===== src/rtl/wave_capture_pkg.sv =====
// Shared types and constants for the wave capture path: FSM states, buffer depth
// and the conversion from a signed sample's top byte to offset-binary.
package wave_capture_pkg;

    typedef enum logic [1:0] {
        CAP_ARMED  = 2'd0,
        CAP_ACTIVE = 2'd1,
        CAP_WAIT   = 2'd2
    } cap_state_t;

    localparam int unsigned CAP_DEPTH     = 256;
    localparam logic [7:0]  CAP_SIGN_FLIP = 8'h80;

    // Inverting the sign bit maps two's complement onto offset-binary.
    function automatic logic [7:0] to_offset_binary(input logic [7:0] i_top_byte);
        return i_top_byte ^ CAP_SIGN_FLIP;
    endfunction

endpackage


===== src/rtl/wave_capture_if.sv =====
// Sample-stream input, display handshake and RAM write port of the capture block.
interface wave_capture_if #(
    parameter int SAMPLE_W = 16,
    parameter int ADDR_W   = 9
);
    logic                new_sample_ready;
    logic [SAMPLE_W-1:0] new_sample_in;
    logic                wave_display_idle;
    logic [ADDR_W-1:0]   write_address;
    logic                write_enable;
    logic [7:0]          write_sample;
    logic                read_index;

    modport master (
        input  new_sample_ready, new_sample_in, wave_display_idle,
        output write_address, write_enable, write_sample, read_index
    );

    modport slave (
        output new_sample_ready, new_sample_in, wave_display_idle,
        input  write_address, write_enable, write_sample, read_index
    );
endinterface


===== src/rtl/wave_capture_zero_cross.sv =====
// Trigger source: remembers the sign of the last strobed sample and counts strobes
// while armed; fires on a negative-to-non-negative crossing or on timeout.
module zero_cross_detect #(
    parameter int ARM_TIMEOUT = 1024
) (
    input  logic clk,
    input  logic reset,
    input  logic i_strobe,
    input  logic i_msb,
    input  logic i_armed,
    output logic o_trigger
);
    localparam int TO_W = (ARM_TIMEOUT > 1) ? $clog2(ARM_TIMEOUT) : 1;

    logic            r_prev_neg;
    logic [TO_W-1:0] r_timeout;
    logic            w_timeout_hit;

    assign w_timeout_hit = (ARM_TIMEOUT != 0) && (r_timeout == TO_W'(ARM_TIMEOUT - 1));
    assign o_trigger     = i_armed && i_strobe && ((r_prev_neg && !i_msb) || w_timeout_hit);

    always_ff @(posedge clk) begin
        if (reset) begin
            r_prev_neg <= 1'b0;
            r_timeout  <= '0;
        end else begin
            if (i_strobe)
                r_prev_neg <= i_msb;
            if (o_trigger || !i_armed)
                r_timeout <= '0;
            else if (i_strobe)
                r_timeout <= r_timeout + 1'b1;
        end
    end
endmodule


===== src/rtl/wave_capture.sv =====
// Captures one trigger-aligned buffer of samples into the hidden RAM half, then
// swaps halves during display idle and re-arms.
module wave_capture
    import wave_capture_pkg::*;
#(
    parameter int SAMPLE_W    = 16,
    parameter int DEPTH_LOG2  = 8,
    parameter int ARM_TIMEOUT = 1024
) (
    input  logic           clk,
    input  logic           reset,
    wave_capture_if.master cap
);
    localparam int ADDR_W = DEPTH_LOG2 + 1;

    cap_state_t            r_state, w_state;
    logic [DEPTH_LOG2-1:0] r_count, w_count, w_wr_count;
    logic                  r_read_index, w_read_index;
    logic                  r_we, w_we;
    logic [ADDR_W-1:0]     r_addr, w_addr;
    logic [7:0]            r_sample, w_sample;
    logic                  w_accept;
    logic                  w_trigger;
    logic                  w_unused_low_bits;

    assign w_unused_low_bits = ^cap.new_sample_in[SAMPLE_W-9:0];

    zero_cross_detect #(
        .ARM_TIMEOUT(ARM_TIMEOUT)
    ) u_zcd (
        .clk      (clk),
        .reset    (reset),
        .i_strobe (cap.new_sample_ready),
        .i_msb    (cap.new_sample_in[SAMPLE_W-1]),
        .i_armed  (r_state == CAP_ARMED),
        .o_trigger(w_trigger)
    );

    always_comb begin
        w_state      = r_state;
        w_count      = r_count;
        w_read_index = r_read_index;
        w_accept     = 1'b0;
        w_wr_count   = r_count;
        w_we         = 1'b0;
        w_addr       = r_addr;
        w_sample     = r_sample;
        case (r_state)
            CAP_ARMED: begin
                if (w_trigger) begin
                    w_accept   = 1'b1;
                    w_wr_count = '0;
                    w_count    = DEPTH_LOG2'(1);
                    w_state    = CAP_ACTIVE;
                end
            end
            CAP_ACTIVE: begin
                if (cap.new_sample_ready) begin
                    w_accept = 1'b1;
                    w_count  = r_count + 1'b1;
                    if (r_count == '1)
                        w_state = CAP_WAIT;
                end
            end
            CAP_WAIT: begin
                // Strobes here only feed the sign history inside the detector.
                if (cap.wave_display_idle) begin
                    w_read_index = ~r_read_index;
                    w_state      = CAP_ARMED;
                end
            end
            default: w_state = CAP_ARMED;
        endcase
        if (w_accept) begin
            w_we     = 1'b1;
            w_addr   = {~r_read_index, w_wr_count};
            w_sample = to_offset_binary(cap.new_sample_in[SAMPLE_W-1 -: 8]);
        end
    end

    always_ff @(posedge clk) begin
        if (reset) begin
            r_state      <= CAP_ARMED;
            r_count      <= '0;
            r_read_index <= 1'b0;
            r_we         <= 1'b0;
            r_addr       <= '0;
            r_sample     <= '0;
        end else begin
            r_state      <= w_state;
            r_count      <= w_count;
            r_read_index <= w_read_index;
            r_we         <= w_we;
            r_addr       <= w_addr;
            r_sample     <= w_sample;
        end
    end

    assign cap.write_enable  = r_we;
    assign cap.write_address = r_addr;
    assign cap.write_sample  = r_sample;
    assign cap.read_index    = r_read_index;
endmodule

===== src/flat_wrapper.sv =====
// flat-port wrapper written by rule: the top's interface ports become plain ports
module wave_capture_flat import wave_capture_pkg::*;
#(
    parameter int SAMPLE_W    = 16,
    parameter int DEPTH_LOG2  = 8,
    parameter int ARM_TIMEOUT = 1024
)
  (clk, reset, cap_new_sample_ready, cap_new_sample_in, cap_wave_display_idle, cap_write_address, cap_write_enable, cap_write_sample, cap_read_index);
  wave_capture_if #(.SAMPLE_W(SAMPLE_W)) cap_i ();
  input  logic clk;
  input  logic reset;
  input wire logic [$bits(cap_i.new_sample_ready)-1:0] cap_new_sample_ready;
  input wire logic [$bits(cap_i.new_sample_in)-1:0] cap_new_sample_in;
  input wire logic [$bits(cap_i.wave_display_idle)-1:0] cap_wave_display_idle;
  output wire logic [$bits(cap_i.write_address)-1:0] cap_write_address;
  output wire logic [$bits(cap_i.write_enable)-1:0] cap_write_enable;
  output wire logic [$bits(cap_i.write_sample)-1:0] cap_write_sample;
  output wire logic [$bits(cap_i.read_index)-1:0] cap_read_index;
  assign cap_i.new_sample_ready = cap_new_sample_ready;
  assign cap_i.new_sample_in = cap_new_sample_in;
  assign cap_i.wave_display_idle = cap_wave_display_idle;
  assign cap_write_address = cap_i.write_address;
  assign cap_write_enable = cap_i.write_enable;
  assign cap_write_sample = cap_i.write_sample;
  assign cap_read_index = cap_i.read_index;
  wave_capture #(.SAMPLE_W(SAMPLE_W), .DEPTH_LOG2(DEPTH_LOG2), .ARM_TIMEOUT(ARM_TIMEOUT)) u_core (.clk(clk), .reset(reset), .cap(cap_i));
endmodule

===== config.mk =====
export PLATFORM = sky130hd
export DESIGN_NAME = wave_capture_flat
export DESIGN_NICKNAME = d
export VERILOG_FILES = /design/src/rtl/wave_capture_pkg.sv /design/src/rtl/wave_capture_if.sv /design/src/rtl/wave_capture_zero_cross.sv /design/src/rtl/wave_capture.sv /design/src/flat_wrapper.sv
export SDC_FILE = /design/constraint.sdc
export NUM_CORES = 1
export LEC_CHECK = 0
export ABC_AREA = 1
export BUFFER_PORTS_ARGS = -buffer_cell sky130_fd_sc_hd__buf_2
export CAP_MARGIN = 30
export CORE_UTILIZATION = 50
export CTS_CLUSTER_DIAMETER = 40
export DETAILED_ROUTE_END_ITERATION = 7
export GPL_TIMING_DRIVEN = 0
export PLACE_DENSITY = 0.74
export SYNTH_ARGS = -nofsm -noshare
export SYNTH_HDL_FRONTEND = slang
export SYNTH_HIERARCHICAL = 1
export SYNTH_SLANG_ARGS = --single-unit

===== constraint.sdc =====
create_clock -name clk -period 1.8 [get_ports clk]
set_input_delay 0.18 -clock clk [delete_from_list [all_inputs] [get_ports clk]]
set_output_delay 0.18 -clock clk [all_outputs]
set_load 0.01 [all_outputs]

# ---- After elaboration in Yosys (flattened, before gate mapping)
# Cells that the tools add are included.
dict set report word_totals {
  ff_bits 40
  output_inout_bits 19
  word_cells 47
}
dict set report op_classes {
  addsub 2
  eq_ne 8
  muxes 14
  bitwise_logic 2
  reduce_logical 13
}
# op count
set op_table {}
lappend op_table {{2-to-1 mux 8 bit} 4}
lappend op_table {{one-hot mux 8 bit (2 select lines)} 1}
lappend op_table {{adder 10 x 1 -> 10 bit (second input constant)} 1}
lappend op_table {{equality test 10 bit (second input constant)} 1}
lappend op_table {{adder 8 x 1 -> 8 bit (second input constant)} 1}
lappend op_table {{equality test 8 bit (second input constant)} 1}
lappend op_table {{2-to-1 mux 2 bit} 4}
lappend op_table {{one-hot mux 2 bit (3 select lines)} 1}
lappend op_table {{!= test 2 x 1 -> 1 bit (second input constant)} 2}
lappend op_table {{!= test 2 bit (second input constant)} 2}
lappend op_table {{AND reduction 4 bit} 1}
lappend op_table {{logical AND 1 bit} 3}
lappend op_table {{2-to-1 mux 1 bit} 3}
lappend op_table {{AND reduction 3 bit} 1}
lappend op_table {{equality test 2 x 1 -> 1 bit (second input constant)} 1}
lappend op_table {{equality test 2 bit (second input constant)} 1}
lappend op_table {{zero test 1 bit} 2}
lappend op_table {{zero test 2 bit} 1}
lappend op_table {{logical OR 1 bit} 2}
lappend op_table {{NOT 1 bit} 2}
lappend op_table {{one-hot mux 1 bit (2 select lines)} 1}
lappend op_table {{AND reduction 2 bit} 1}
lappend op_table {{nonzero test 2 bit} 1}
lappend op_table {{OR reduction 2 bit} 1}

# ---- Logic depth before layout (Yosys ltp)
# Gate-level depths: netlist of run 1.
dict set report depth {
  word_depth 7
  ltp_mapped 14
}

# ---- Cells and area by module
# The synthesis of run 1 kept the hierarchy.
# module n_inst cells_per_inst area_each_um2 seq_area_each_um2
set by_module_without_submodules {}
lappend by_module_without_submodules {wave_capture 1 160 1207.4 580.6}
lappend by_module_without_submodules {zero_cross_detect 1 82 594.3 220.2}

# ---- Worst setup path before layout of run 1
# Ideal clock, no wire load.
dict set report synth_timing {
  path_kind {register -> register}
  from {register u_core.u_zcd.r_timeout[0]}
  to {register u_core.r_sample[0] (netlist: u_core/cap.write_sample[0])}
  setup_ps 116
  t_arrival_ps 1484
  t_required_ps 1684
  path_slack_ps 200
  path_stages_with_launch 13
  n_path_buf 0
  period_less_slack_ps 1600
  cell_sequence {dfxtp_1 > ha_1 > nand3_1 > nor2_1 > nand2_1 > nand2_1 > nand2_2 > inv_1 > nand2_2 > nand2_4 > clkinv_1 > nor2_1 > nor2_1}
}
dict set report synth_between {
  elab_chain_len 5
}
# item line
set synth_lines {}
lappend synth_lines {{start, declared} wave_capture_zero_cross.sv:16} ;# logic [TO_W-1:0] r_timeout;
lappend synth_lines {{start signal, assigned} wave_capture_zero_cross.sv:32} ;# r_timeout <= r_timeout + 1'b1;
lappend synth_lines {{equality test 10 bit} wave_capture_zero_cross.sv:19} ;# assign w_timeout_hit = (ARM_TIMEOUT != 0) && (r_timeout == TO_W'(ARM_TIMEOUT - 1));
lappend synth_lines {{logical OR 1 bit} wave_capture_zero_cross.sv:20} ;# assign o_trigger = i_armed && i_strobe && ((r_prev_neg && !i_msb) || w_timeout_hit);
lappend synth_lines {{logical AND 1 bit} wave_capture_zero_cross.sv:20}
lappend synth_lines {{via u_core.w_trigger} wave_capture.sv:23} ;# logic w_trigger;
lappend synth_lines {{2-to-1 mux 1 bit} wave_capture.sv:50} ;# if (w_trigger) begin
lappend synth_lines {{one-hot mux 1 bit (2 select lines)} wave_capture.sv:48} ;# case (r_state)
lappend synth_lines {{end signal, assigned} wave_capture.sv:95} ;# r_sample <= w_sample;
lappend synth_lines {{end, declared} wave_capture.sv:21} ;# logic [7:0] r_sample, w_sample;
# The timed path passes the listed nets, and every way through them passes these cells.
# A chain may end at the register's enable or synchronous reset.

# ---- Final worst setup path of run 1
dict set report layout_timing {
  from {register u_core.u_zcd.r_timeout[0]}
  to {register u_core.r_count[6]}
}
dict set report layout_between {
  elab_chain_len 5
}
# item line
set layout_lines {}
lappend layout_lines {{equality test 10 bit} wave_capture_zero_cross.sv:19}
lappend layout_lines {{logical OR 1 bit} wave_capture_zero_cross.sv:20}
lappend layout_lines {{logical AND 1 bit} wave_capture_zero_cross.sv:20}
lappend layout_lines {{via u_core.w_trigger} wave_capture.sv:23}
lappend layout_lines {{!= test 2 x 1 -> 1 bit (no source line)} --}
lappend layout_lines {{AND reduction 3 bit (no source line)} --}
lappend layout_lines {{end signal, assigned} wave_capture.sv:91} ;# r_count <= w_count;
lappend layout_lines {{end, declared} wave_capture.sv:17} ;# logic [DEPTH_LOG2-1:0] r_count, w_count, w_wr_count;
# The timed path passes the listed nets, and every way through them passes these cells.

==> results of run 1 <==
## cells in the mapped netlist
library cell and instances:
clkbuf_1 1, a21oi_1 15, dfxtp_1 40, buf_8 1
a211oi_1 1, nand2_4 3, nand3_1 10, ha_1 2
o21bai_1 1, o21ai_1 1, nand4_1 4, xnor2_1 1
clkinv_1 1, nand2_2 6, nor2_4 3, nand3b_4 1
nand3b_1 2, o21ai_0 12, inv_1 24, nand2_1 57
mux2i_1 1, o31ai_1 1, inv_2 2, buf_4 2
xor2_1 6, nor2_2 5, nor2_1 39
## cell usage in the layout (no fill, tap or decap), drive strengths merged, types with 2 or more instances in the layout
| cell | count |
|---|---|
| dfxtp | 40 |
| buf | 42 |
| clkbuf | 6 |
| nand3b | 3 |
| nand2 | 66 |
| nand3 | 10 |
| o21ai | 13 |
| a21oi | 15 |
| ha | 2 |
| clkinv | 2 |
| nor2 | 47 |
| xor2 | 6 |
| inv | 26 |
| nand4 | 4 |
## worst register-to-register path, delay by kind of cell (launching register included)
kind	cells	cell delay (ns)
and+or+nand+nor	10	0.73
buffers and inverters	4	0.35
adders and majority gates	1	0.15
DFF	1	0.39
## cell type report
| class | count | area (um^2) |
|---|---|---|
| Buffer | 4 | 33.8 |
| Inverter | 27 | 103 |
| Timing Repair Buffer | 40 | 231 |
| Tap cell | 46 | 57.6 |
| Multi-Input combinational cell | 171 | 888 |
| Clock inverter | 3 | 42.5 |
| Sequential cell | 40 | 807 |
| Clock buffer | 5 | 37.5 |
| Fill cell | 306 | 1190 |
## state kept, by name, summed over array words and instances, names as in the netlist
| signal | cells |
|---|---|
| u_core/u_zcd/r_prev_neg | 1 |
| u_core/cap.write_address | 9 |
| u_core/cap.write_enable | 1 |
| u_core/cap.read_index | 1 |
| u_core/cap.write_sample | 8 |
| u_core/r_state | 2 |
| u_core/u_zcd/r_timeout | 10 |
| u_core/r_count | 8 |
## path summary, 6_finish.rpt
| kind | start | slack, ns | to |
|---|---|---|---|
| max | u_core/u_zcd/r_timeout[0] | 0.13 | u_core/r_count[6] |
| min | cap_new_sample_in[11] | 0.03 | u_core/cap.write_sample[3] |
| max reg2reg | u_core/u_zcd/r_timeout[0] | 0.13 | u_core/r_count[6] |
| min reg2reg | u_core/cap.write_address[3] | 0.47 | u_core/cap.write_address[3] |
## power by group
group	switching [uW]	internal [uW]	leakage, uW	total (uW)
combinational	166	121	0.000651	288
sequential	38.7	929	0.000325	968
clock	302	289	0.0000412	592
## cell families (layout without fill, tap and decap cells)
family,after synthesis,after routing,synth area share (%)
mux,1,1,0.556
flops,40,40,44.4
buf+inv,31,79,7.50
xor+xnor,7,7,3.40
compound gates,31,31,9.03
fa+ha+maj,2,2,1.39
simple gates,130,130,33.7
## what timing repair did
item | CTS | global route
setup buffers | 0 | 9
pin swaps | 0 | 7
gates resized for setup | 3 | 10
hold buffers | 1 | 0
setup endpoints to repair | 10 | 27
hold endpoints to repair | 1 | 0
## routing by layer
metal | track usage (%) | vias to the layer above | share of wire (%)
met1 | 28.6 | 678 | 52
met3 | 3.73 | 7 | 3.7
li1 | - | 857 | -
met5 | 0 | - | 0
met2 | 27.8 | 40 | 42
met4 | 12.4 | 0 | 2.3
## metrics by stage
step / total power (uW) / setup TNS [ns]
3_3_place_gp: 1220 / -0.0889
5_1_grt: 1950 / -0.0114
3_5_place_dp: 1220 / -0.464
2_1_floorplan: 1150 / 0
6_report: 1850 / 0
4_1_cts: 1820 / 0
==> results summary, run 1 <==
The flow ran to the end, and the final reports show no timing, DRC or antenna violations. The area added between synthesis and finish is 22.2%. The wire length of the first global-routing pass came out at 5510 um.

The synthesized flop and latch total is 40. The synthesized area is 0.00180 mm^2. The number of synthesis warnings is 6. The hold violation total from the final report came out at 0.

The final weighted congestion of routability-driven global placement came out at 0.758. The post-synthesis cell type with the largest combined area is dfxtp_1. The setup slack at placement is -0.0630 ns. The dominant cell type by count on the critical path is nand2_1. Counting instances, the worst hold path has a depth of 3.

The startpoint type of the worst setup path is a register. The first-pass iteration count of the detailed router came out at 4. The maximum number of buffers from clock root to sink is 2. The routed design has 3570 um of wire. The finished cells cover approximately 0.0022 mm^2. The number of violations of the max-capacitance limit came out at 0. The worst setup path is captured at a register. The number of buffers created by CTS is 5. In this run the horizontal extent of the chip is roughly 62 um. The buffers plus inverters on the worst setup path came out at 4. The average wire per standard cell came out at 10.6 um. Measured on the finished design, the core utilization comes to approximately 65%. The core area came out at 0.00339 mm^2. The placed instance area is ~0.002 mm^2.

Among all stages on the critical path, the largest delay is contributed by dfxtp_4. The total congestion overflow came out at 0. The count of placed standard cells in the final layout, fillers left out is 336. The initial DRC count is 55. The ratio of total power to cell area came out at 839 mW/mm^2. After synthesis, the cell types taking the most area are dfxtp_1, nand2_1, nor2_1. The leakage power of the design came out at 0.00102 uW. The pin count of the biggest net entering global routing is 14. The signal on the critical path passes through ha_4 -> nand3_2 -> nor2_1 -> nand2_1 -> nand2_1 -> nand2_2 -> inv_2 -> nand2_4 -> nand2_4 -> buf_8 -> buf_6 -> nand4_1 -> nand2_1 -> nand2_1 -> inv_1. For this run, the post-layout net count is 311. During placement, the flow inserted port buffers numbering 30. The cell count along the critical path came out at 15. For this run, the top clock speed supported by timing is 599 MHz.

The die boundary height is 62.0 um. The initial antenna violation count came to 0. The worst clock skew came out at 0.00449 ns. The worst setup path is of the reg -> reg kind. The max-slew violation count is 0. CTS built an H-tree with a depth of 2.

The number of endpoints failing setup at the final stage is 0. The required time of the worst setup path came out at around 2.1 ns. The transition at the pin with the smallest max-transition slack came out at about 0.39 ns. The number of nets with antenna violations after detailed routing came out at 0. After detailed routing, the number of vias per cell comes to 4.71. At the worst endpoint, the arrival time is approximately 2.0 ns. The clock-pin slew on the worst setup and hold paths is 0.12 ns. In this run the core area contains 21 standard-cell rows. The number of distinct library cells after synthesis is 27. The number of global-route vias before repair is about 1300. TritonCTS built the clock tree. Counting every net in the synthesized netlist gives 264. The total vias in the final route came out at 1582. The final period demand of the worst path came out at 1.67 ns.

The proportion of synthesized chip area in sequential cells came out at 44.4%. The number of clock sinks came out at 40. The repair_antennas step left the layout with diodes totalling 0. The die covers slightly below 0.004 mm^2. The share of cells above drive strength 1 came out at 26.6%. Summed over its instances, the top area cell type makes up 44.4% of the synthesized netlist area. The depth of the worst register-to-register path is 15. The worst ir drop on vdd is 0.637 mV. The count of placed standard cells including taps is between 300 and 400. The count of mapped cells out of synthesis came out at 242. The effective utilization at floorplan came out at 53.2%. The mean cell area of the mapped netlist came out at roughly 7.4 um^2. The headroom to the max-slew limit is 74.1%.

In the routed design, unresolved DRC markers number 0. The total global routing track utilization is 20.1%. The critical path's largest stage delay is 0.39 ns.

The kind of cell with the highest combined delay along the critical path is simple AND/OR/NAND/NOR gates. The highest fanout seen on the critical path is 6. In this run the clock root is driven by a clkbuf_4. The insertion delay to the later sink of the worst-skew pair came out at 0.36 ns. After layout, the worst path uses 92.7% of the clock period. The placed wire-length estimate after detailed placement is 2400 um.

For this design the top-level I/O count stands at 39. Across all hold checks on the routed design, the worst slack comes to 0.0343 ns. In this run the worst hold path is classified as in -> reg. The final critical-path setup slack is 0.131 ns.
No activity file was read; power rests on OpenSTA's default activity.
==> run 2: changes to the inputs <==
--- a/config.mk
+++ b/config.mk
@@ -6,14 +6,13 @@
 export NUM_CORES = 1
 export LEC_CHECK = 0
 export ABC_AREA = 1
-export BUFFER_PORTS_ARGS = -buffer_cell sky130_fd_sc_hd__buf_2
 export CAP_MARGIN = 30
 export CORE_UTILIZATION = 50
 export CTS_CLUSTER_DIAMETER = 40
+export CTS_CLUSTER_SIZE = 12
 export DETAILED_ROUTE_END_ITERATION = 7
+export DONT_BUFFER_PORTS = 1
 export GPL_TIMING_DRIVEN = 0
-export PLACE_DENSITY = 0.74
 export SYNTH_ARGS = -nofsm -noshare
 export SYNTH_HDL_FRONTEND = slang
-export SYNTH_HIERARCHICAL = 1
 export SYNTH_SLANG_ARGS = --single-unit
==> results summary, run 2 <==
The final period demand of the worst path came out at 1.62 ns (-0.0506 ns). The total internal power came out at 1480 uW (+10%). The final-layout worst hold slack came out at 0.0475 ns (+0.0132 ns).

The flow ran to the end, and the final reports show no timing, DRC or antenna violations. The mean cell area of the mapped netlist is 7.54 um^2 (+1.3%). The maximum number of buffers from clock root to sink is 2 (unchanged). The hold violation total from the final report came out at 0 (unchanged).

The synthesized flop and latch total was 40 (unchanged). The final critical-path setup slack is 0.182 ns (+0.0506 ns). The total vias in the final route is 1492 (-5.7%). Setup repair after global routing left no endpoint under its margin. The number of buffers created by CTS is 5 (unchanged).

In the synthesized netlist the dominant register cell turns out to be dfxtp_1. The effective utilization at floorplan is 52.7% (-0.48 points). The average wire per standard cell came to 12.2 um (+15%). The share of cells above drive strength 1 is 9.92% (-17 points). The ratio of total power to cell area came to 1060 mW/mm^2 (+26%). The worst ir drop on vdd is 0.650 mV (+2.1%).

TritonCTS built the clock tree. The post-detailed-route via-to-cell ratio is 5.01 (+6.3%). The finished layout cell area came out at 0.00201 mm^2 (-8.5%). The wire length of the first global-routing pass was 5740 um (+4.1%). The proportion of synthesized chip area in sequential cells came out at 45.2% (+0.75 points). The highest fanout seen on the critical path was 10 (+4). The initial DRC count is 74 (+35%). Sorting the synthesized cells by how often they occur yields nand2_1, dfxtp_1, nand3_1. The commonest non-fill, non-tap cell in the layout is nand2_1. The number of nets in the layout is 273 (-12%). The placed instance area is 0.00183 mm^2 (-9.0%).

The combinational cell fraction of total power is 20.2% (+4.6 points). In the layout the commonest cells are nand2_1, dfxtp_1, nand3_1. From synthesis to final layout, the design area changed by 13.7%. The number of synthesis warnings is 0 (-6). The insertion delay to the later sink of the worst-skew pair was 0.35 ns (about the same).

The area share of the largest cell type after synthesis is 45.2% (+0.75 points). The synthesized netlist net count is 257 (-2.7%). The worst clock skew came out at 0.00610 ns (+0.00161 ns). The number of gates given a new drive strength after cts came out at 0 (-3). The worst setup path is captured at a register.

The number of endpoints failing setup at the final stage is 0 (unchanged). The cts-stage hold buffer count is 9 (+8). The synthesized area was 0.00177 mm^2 (-1.7%). The part of the total power dissipated in the clock network is 31.1% (-0.9 points). The most common cell in the synthesized netlist is nand2_1.

The total global routing track utilization was 21.1% (+1.0 points). The number of global-route vias before repair came to 1337 (+6.0%). The antenna diode count is 0 (unchanged). The core area came out at 0.00336 mm^2 (-0.78%). The post-CTS setup repair buffer count is 0 (unchanged). The net switching power is 658 uW (+30%).

The placed wire-length estimate after detailed placement came out at 2570 um (+7.0%). The headroom to the max-slew limit came out at 68.7% (-5.4 points). The number of violations of the max-capacitance limit was 0 (unchanged). STA classifies the critical path startpoint as a register. The cell at the root of the clock tree is clkbuf_4. The wire length after detailed routing came to 3650 um (+2.1%). The total congestion overflow came out at 0 (unchanged). The number of nets with antenna violations after detailed routing came out at 0 (unchanged). The pin count of the biggest net entering global routing is 13 (-1).

dfxtp_1 takes more of the synthesized area than any other cell. The die boundary height came to 61.5 um (-0.81%). The die area was 0.00379 mm^2 (-1.6%). The cell that appears most often on the critical path is nand2_1. The die boundary width came to 61.5 um (-0.81%).

The post-route fraction of the period consumed by the critical path is 89.9% (-2.8 points). The max-slew violation count is 0 (unchanged). The setup slack at placement came out at 0.181 ns (+0.244 ns). The timing-limited maximum frequency is 618 MHz (+3.1%). The H-tree level count is 2 (unchanged). The portion of total power attributed to sequential cells is 48.8% (-3.6 points). Counting flops per register, the top entry is u_core.u_zcd.r_timeout.

The arrival time at the worst endpoint is 1.87 ns (-0.12 ns). The number of clock sinks came to 40 (unchanged). The buffers plus inverters on the worst setup path came to 1 (-3).

The number of I/O port buffers is 0 (-100%). The signal on the critical path passes through ha_1 -> nand3_1 -> nor2_1 -> nand2_1 -> nand2_2 -> nand2_4 -> nand2_4 -> nor2_4 -> buf_6 -> nand2_1 -> nand2_1. The worst hold-check path type is in -> reg. The first-pass iteration count of the detailed router came to 4 (unchanged). The switching share of power came out at 30.8% (+3.3 points). The initial antenna violation count was 0 (unchanged). The count of mapped cells out of synthesis was 235 (-2.9%).

The leakage power of the design came out at 0.000852 uW (-16%). The critical path's largest stage delay came to 0.41 ns (+0.02 ns). The DRC violation count after routing is 0 (unchanged).

The final weighted congestion of routability-driven global placement came to 0.844 (+11%). The top-level I/O count is 39 (unchanged). The required time of the worst setup path came to 2.05 ns (-0.07 ns).

The number of placement rows is 21 (unchanged). The flip-flop count of the largest register, all copies and words added was 10 (unchanged). The cell family contributing the most delay on the critical path is simple AND/OR/NAND/NOR gates. The count of flip-flops with a built-in enable after synthesis is 0 (unchanged). The fraction of registers with async set/reset is 0% (unchanged). The transition at the pin with the smallest max-transition slack came out at 0.469 ns (+0.0805 ns). The slowest stage of the critical path is the dfxtp_1 cell.

The critical path in this run is classified as reg -> reg. The total negative slack for setup checks is 0 ns (unchanged). In the post-synthesis netlist, the biggest area contributors are dfxtp_1, nand2_1, nand3_1. The number of distinct library cells after synthesis is 29 (+7.4%). The clock-pin slew on the worst setup and hold paths was 0.11 ns (about the same).
-- run 2: cell types whose count changed after synthesis, sizes merged, moves of 4 or more --
cell   change
nor2      -24
inv        -5
nand3     +12
o21ai     -10
nand2     +14
a21oi      +4
-- run 2: kinds of logic after synthesis --
| group | share of synthesized area [%] |
|---|---|
| buffers and inverters | 7.13 |
| AO/OA/AOI/OAI | 8.12 |
| adder cells (fa/ha/maj) | 1.41 |
| flip-flops | 45.2 |
| XOR/XNOR | 3.95 |
| AND/OR/NAND/NOR | 34.2 |
-- run 2: path summary, 6_finish.rpt --
check | cells past startpoint | slack, ns | start | endpoint
min reg2reg | 2 | 0.50 | u_core.u_zcd.r_timeout[2] | u_core.u_zcd.r_timeout[2]
max | 11 | 0.18 | u_core.u_zcd.r_timeout[1] | u_core.cap.write_sample[2]
min | 2 | 0.05 | cap_wave_display_idle | u_core.cap.read_index
max reg2reg | 11 | 0.18 | u_core.u_zcd.r_timeout[1] | u_core.cap.write_sample[2]
-- run 2: per-layer routing --
layer	global-route usage [%]	vias up	share of wire, %
met1	24.7	678	46
met5	0	-	0
li1	-	776	-
met2	35.9	32	46
met3	7.56	6	6.3
met4	6.67	0	1.3
-- run 2: layout make-up --
cell class,instances,area [um^2]
inverters,22,87.6
clock inverters,1,30.0
clock buffers,7,65.1
plain buffers,5,38.8
fillers,330,1350
repair buffers,9,90.1
multi-input cells,168,845
flip-flops and latches,40,801
well taps,46,57.6
-- run 2: power groups by stage --
| stage | clock network [uW] | logic, uW | registers [uW] |
|---|---|---|---|
| finish | 664 | 431 | 1040 |
| global route | 719 | 483 | 1060 |
| CTS | 679 | 437 | 1040 |
| detailed placement | 0 | 418 | 1060 |
| global placement | 0 | 403 | 1060 |
| floorplan | 0 | 332 | 1050 |
-- run 2: stage by stage --
| stage | utilization (%) | total power [uW] | instances |
|---|---|---|---|
| 6_report | 59.9 | 2140 | 298 |
| 5_1_grt | 59.9 | 2260 | 298 |
| 4_1_cts | 59.9 | 2160 | 298 |
| 3_5_place_dp | 54.4 | 1480 | 281 |
| 3_3_place_gp | 54.4 | 1460 | 281 |
| 2_1_floorplan | - | 1380 | 235 |
==> run 3: changes to the inputs <==
--- a/config.mk
+++ b/config.mk
@@ -7,12 +7,12 @@
 export LEC_CHECK = 0
 export ABC_AREA = 1
 export CAP_MARGIN = 30
-export CORE_UTILIZATION = 50
+export CORE_UTILIZATION = 61
 export CTS_CLUSTER_DIAMETER = 40
 export CTS_CLUSTER_SIZE = 12
 export DETAILED_ROUTE_END_ITERATION = 7
 export DONT_BUFFER_PORTS = 1
-export GPL_TIMING_DRIVEN = 0
+export PLACE_DENSITY = 0.77
 export SYNTH_ARGS = -nofsm -noshare
 export SYNTH_HDL_FRONTEND = slang
 export SYNTH_SLANG_ARGS = --single-unit
==> constraint.sdc (replaced) <==
create_clock -name clk -period 1.8 [get_ports clk]
set_input_delay 0.27 -clock clk [delete_from_list [all_inputs] [get_ports clk]]
set_output_delay 0.27 -clock clk [all_outputs]
set_load 0.01 [all_outputs]
==> results summary, run 3 (same netlist as run 2, synthesis figures left out) <==
The headroom to the max-slew limit is 62.8% (-6.0 points). The number of violations of the max-capacitance limit is 0 (unchanged). The placed wire-length estimate after detailed placement came to 2400 um (-6.6%).

The timing-limited maximum frequency is 629 MHz (+1.8%). The die boundary width was 55.9 um (-9.2%). The leakage power of the design is 0.000802 uW (-5.9%).

The arrival time at the worst endpoint came out at 1.84 ns (-0.03 ns). The number of placement rows was 19 (-9.5%). The min-delay analysis places its worst path in the category in -> reg. The max-slew violation count came out at 0 (unchanged). Leaving out fill and tap cells, the most frequent cells in the layout are nand2_1, dfxtp_1, nand3_1.

The number of global-route vias before repair is 1375 (+2.8%). The clock tree from TritonCTS is done. Compared with the post-synthesis result, the final layout area differs by 8.54%. The number of nets with antenna violations after detailed routing is 0 (unchanged). The largest register by flop count is u_core.u_zcd.r_timeout. The required time of the worst setup path came out at 2.06 ns (about the same). The count of placed standard cells in the final layout, fillers left out came out at 273 (-8.4%).

The depth of the worst register-to-register path is 11 (unchanged). The maximum number of buffers from clock root to sink came out at 2 (unchanged). The total vias in the final route was 1529 (+2.5%). The count of placed standard cells including taps is 261 (-7.1%). The DRC violation count after routing came out at 0 (unchanged).

The number of nets in the layout is 263 (-3.7%). The number of buffers created by CTS came out at 5 (unchanged). The number of I/O port buffers came to 0 (unchanged).

The worst ir drop on vdd is 0.908 mV (+40%). The number of clock sinks came out at 40 (unchanged). The total negative slack for setup checks came out at 0 ns (unchanged). The average wire per standard cell came out at 12.8 um (+4.8%). The pin count of the biggest net entering global routing is 20 (+7). The effective utilization at floorplan came out at 64.2% (+12 points).

The number of endpoints failing setup at the final stage came out at 0 (unchanged). The post-route total power is 2060 uW (-3.4%). The ratio of total power to cell area came out at 1070 mW/mm^2 (+1.2%). The initial DRC count is 58 (-22%). The initial antenna violation count is 0 (unchanged). The worst setup path is launched from a register. The finished layout cell area came out at 0.00192 mm^2 (-4.5%). STA classifies the critical path endpoint as a register. The library cell used most frequently in the layout, excluding fill and tap cells, is nand2_1. The final-layout worst hold slack is 0.00433 ns (-0.0431 ns). The final period demand of the worst path came out at 1.59 ns (-0.0286 ns). The hold violation total from the final report came to 0 (unchanged). The post-route fraction of the period consumed by the critical path came out at 88.3% (-1.6 points).

The wire length after detailed routing is 3500 um (-4.0%). The first-pass iteration count of the detailed router is 4 (unchanged). The H-tree level count came out at 2 (unchanged). The total global routing track utilization came out at 23.8% (+2.7 points). The post-detailed-route via-to-cell ratio is 5.60 (+12%). The worst hold path stage count came out at 2 (unchanged). The transition at the pin with the smallest max-transition slack is 0.557 ns (+0.0879 ns). The antenna diode count is 0 (unchanged). The placed instance area came to 0.00177 mm^2 (-3.1%). The core area came to 0.00276 mm^2 (-18%). The run finished with clean final reports. The die area came out at 0.00312 mm^2 (-17%). The die boundary height is 55.9 um (-9.2%). Setup repair after global routing left no endpoint under its margin. The setup path with the least slack is of type reg -> reg. The wire length of the first global-routing pass came out at 5800 um (+1.1%). The share of cells above drive strength 1 is 9.50% (-0.42 points).

The clock-pin slew on the worst setup and hold paths is 0.13 ns (+0.02 ns). The cell at the root of the clock tree is clkbuf_4. The top-level I/O count is 39 (unchanged).

The worst clock skew is 0.0141 ns (+0.00795 ns). The final weighted congestion of routability-driven global placement came out at 0.806 (-4.6%). The flip-flop count of the largest register, all copies and words added came out at 10 (unchanged). The total congestion overflow is 0 (unchanged).

The highest fanout seen on the critical path came out at 20 (+10). The insertion delay to the later sink of the worst-skew pair came to 0.36 ns (about the same).
run 3: changes by cell type in the layout (fill, tap and decap cells not counted), sizes merged:
cell	delta
buf	-3
dlygate4sd3	-7
clkinv	+2
a21oi	+1
clkbuf	-3
run 3: layout make-up:
type,count,area [um^2]
multi-input combinational,169,871
fill,241,835
sequential,40,801
inverter,22,87.6
clock inverter,3,47.5
timing repair buffer,3,40.0
tap,31,38.8
clock buffer,5,37.5
run 3: layer usage:
layer	vias to the layer above	share of wire, %	wire length [um]	GRT usage, %
li1	762	-	-	-
met1	712	43	1500	28.4
met2	44	48	1700	39.4
met3	11	6.4	223	5.58
met4	0	2.4	85	13.2
met5	-	0	0	0
run 3: what timing repair did:
item                                    in CTS  in global routing
resized for setup                            0                  2
endpoints found under the hold margin       11                  0
endpoints found under the setup margin       0                 12
hold buffers                                 2                  0
setup buffers                                0                  1
run 3: final timing paths:
check | start | slack [ns] | endpoint
hold / removal | cap_new_sample_in[13] | 0.004 | u_core.cap.write_sample[5]
setup reg to reg | u_core.u_zcd.r_timeout[1] | 0.21 | u_core.cap.write_address[6]
hold reg to reg | u_core.r_count[1] | 0.49 | u_core.cap.write_address[1]
setup / recovery | u_core.u_zcd.r_timeout[1] | 0.21 | u_core.cap.write_address[6]
run 3: power by group:
group | switching (uW) | total, uW | internal [uW] | leakage [uW]
combinational | 287 | 428 | 141 | 0.000432
clock | 300 | 597 | 297 | 0.0000454
sequential | 76.7 | 1040 | 963 | 0.000324
total | 664 | 2060 | 1400 | 0.000802
run 3: critical path: stages, from the launching register on:
cell	delay [ns]
dfxtp_1	0.39
ha_1	0.21
nand3_1	0.09
nor2_1	0.08
nand2_1	0.06
nand2_2	0.10
nand2_8	0.13
nand2_8	0.13
nor2_4	0.05
buf_12	0.13
nand2_1	0.05
nand2_1	0.05
run 3: metrics by stage:
stage / utilization [%] / worst slack, ns
finish: 69.7 / 0.210
global route: 69.7 / 0.0185
CTS: 68.1 / 0.134
detailed placement: 64.2 / 0.152
global placement: 64.2 / 0.217
floorplan: - / 0.419
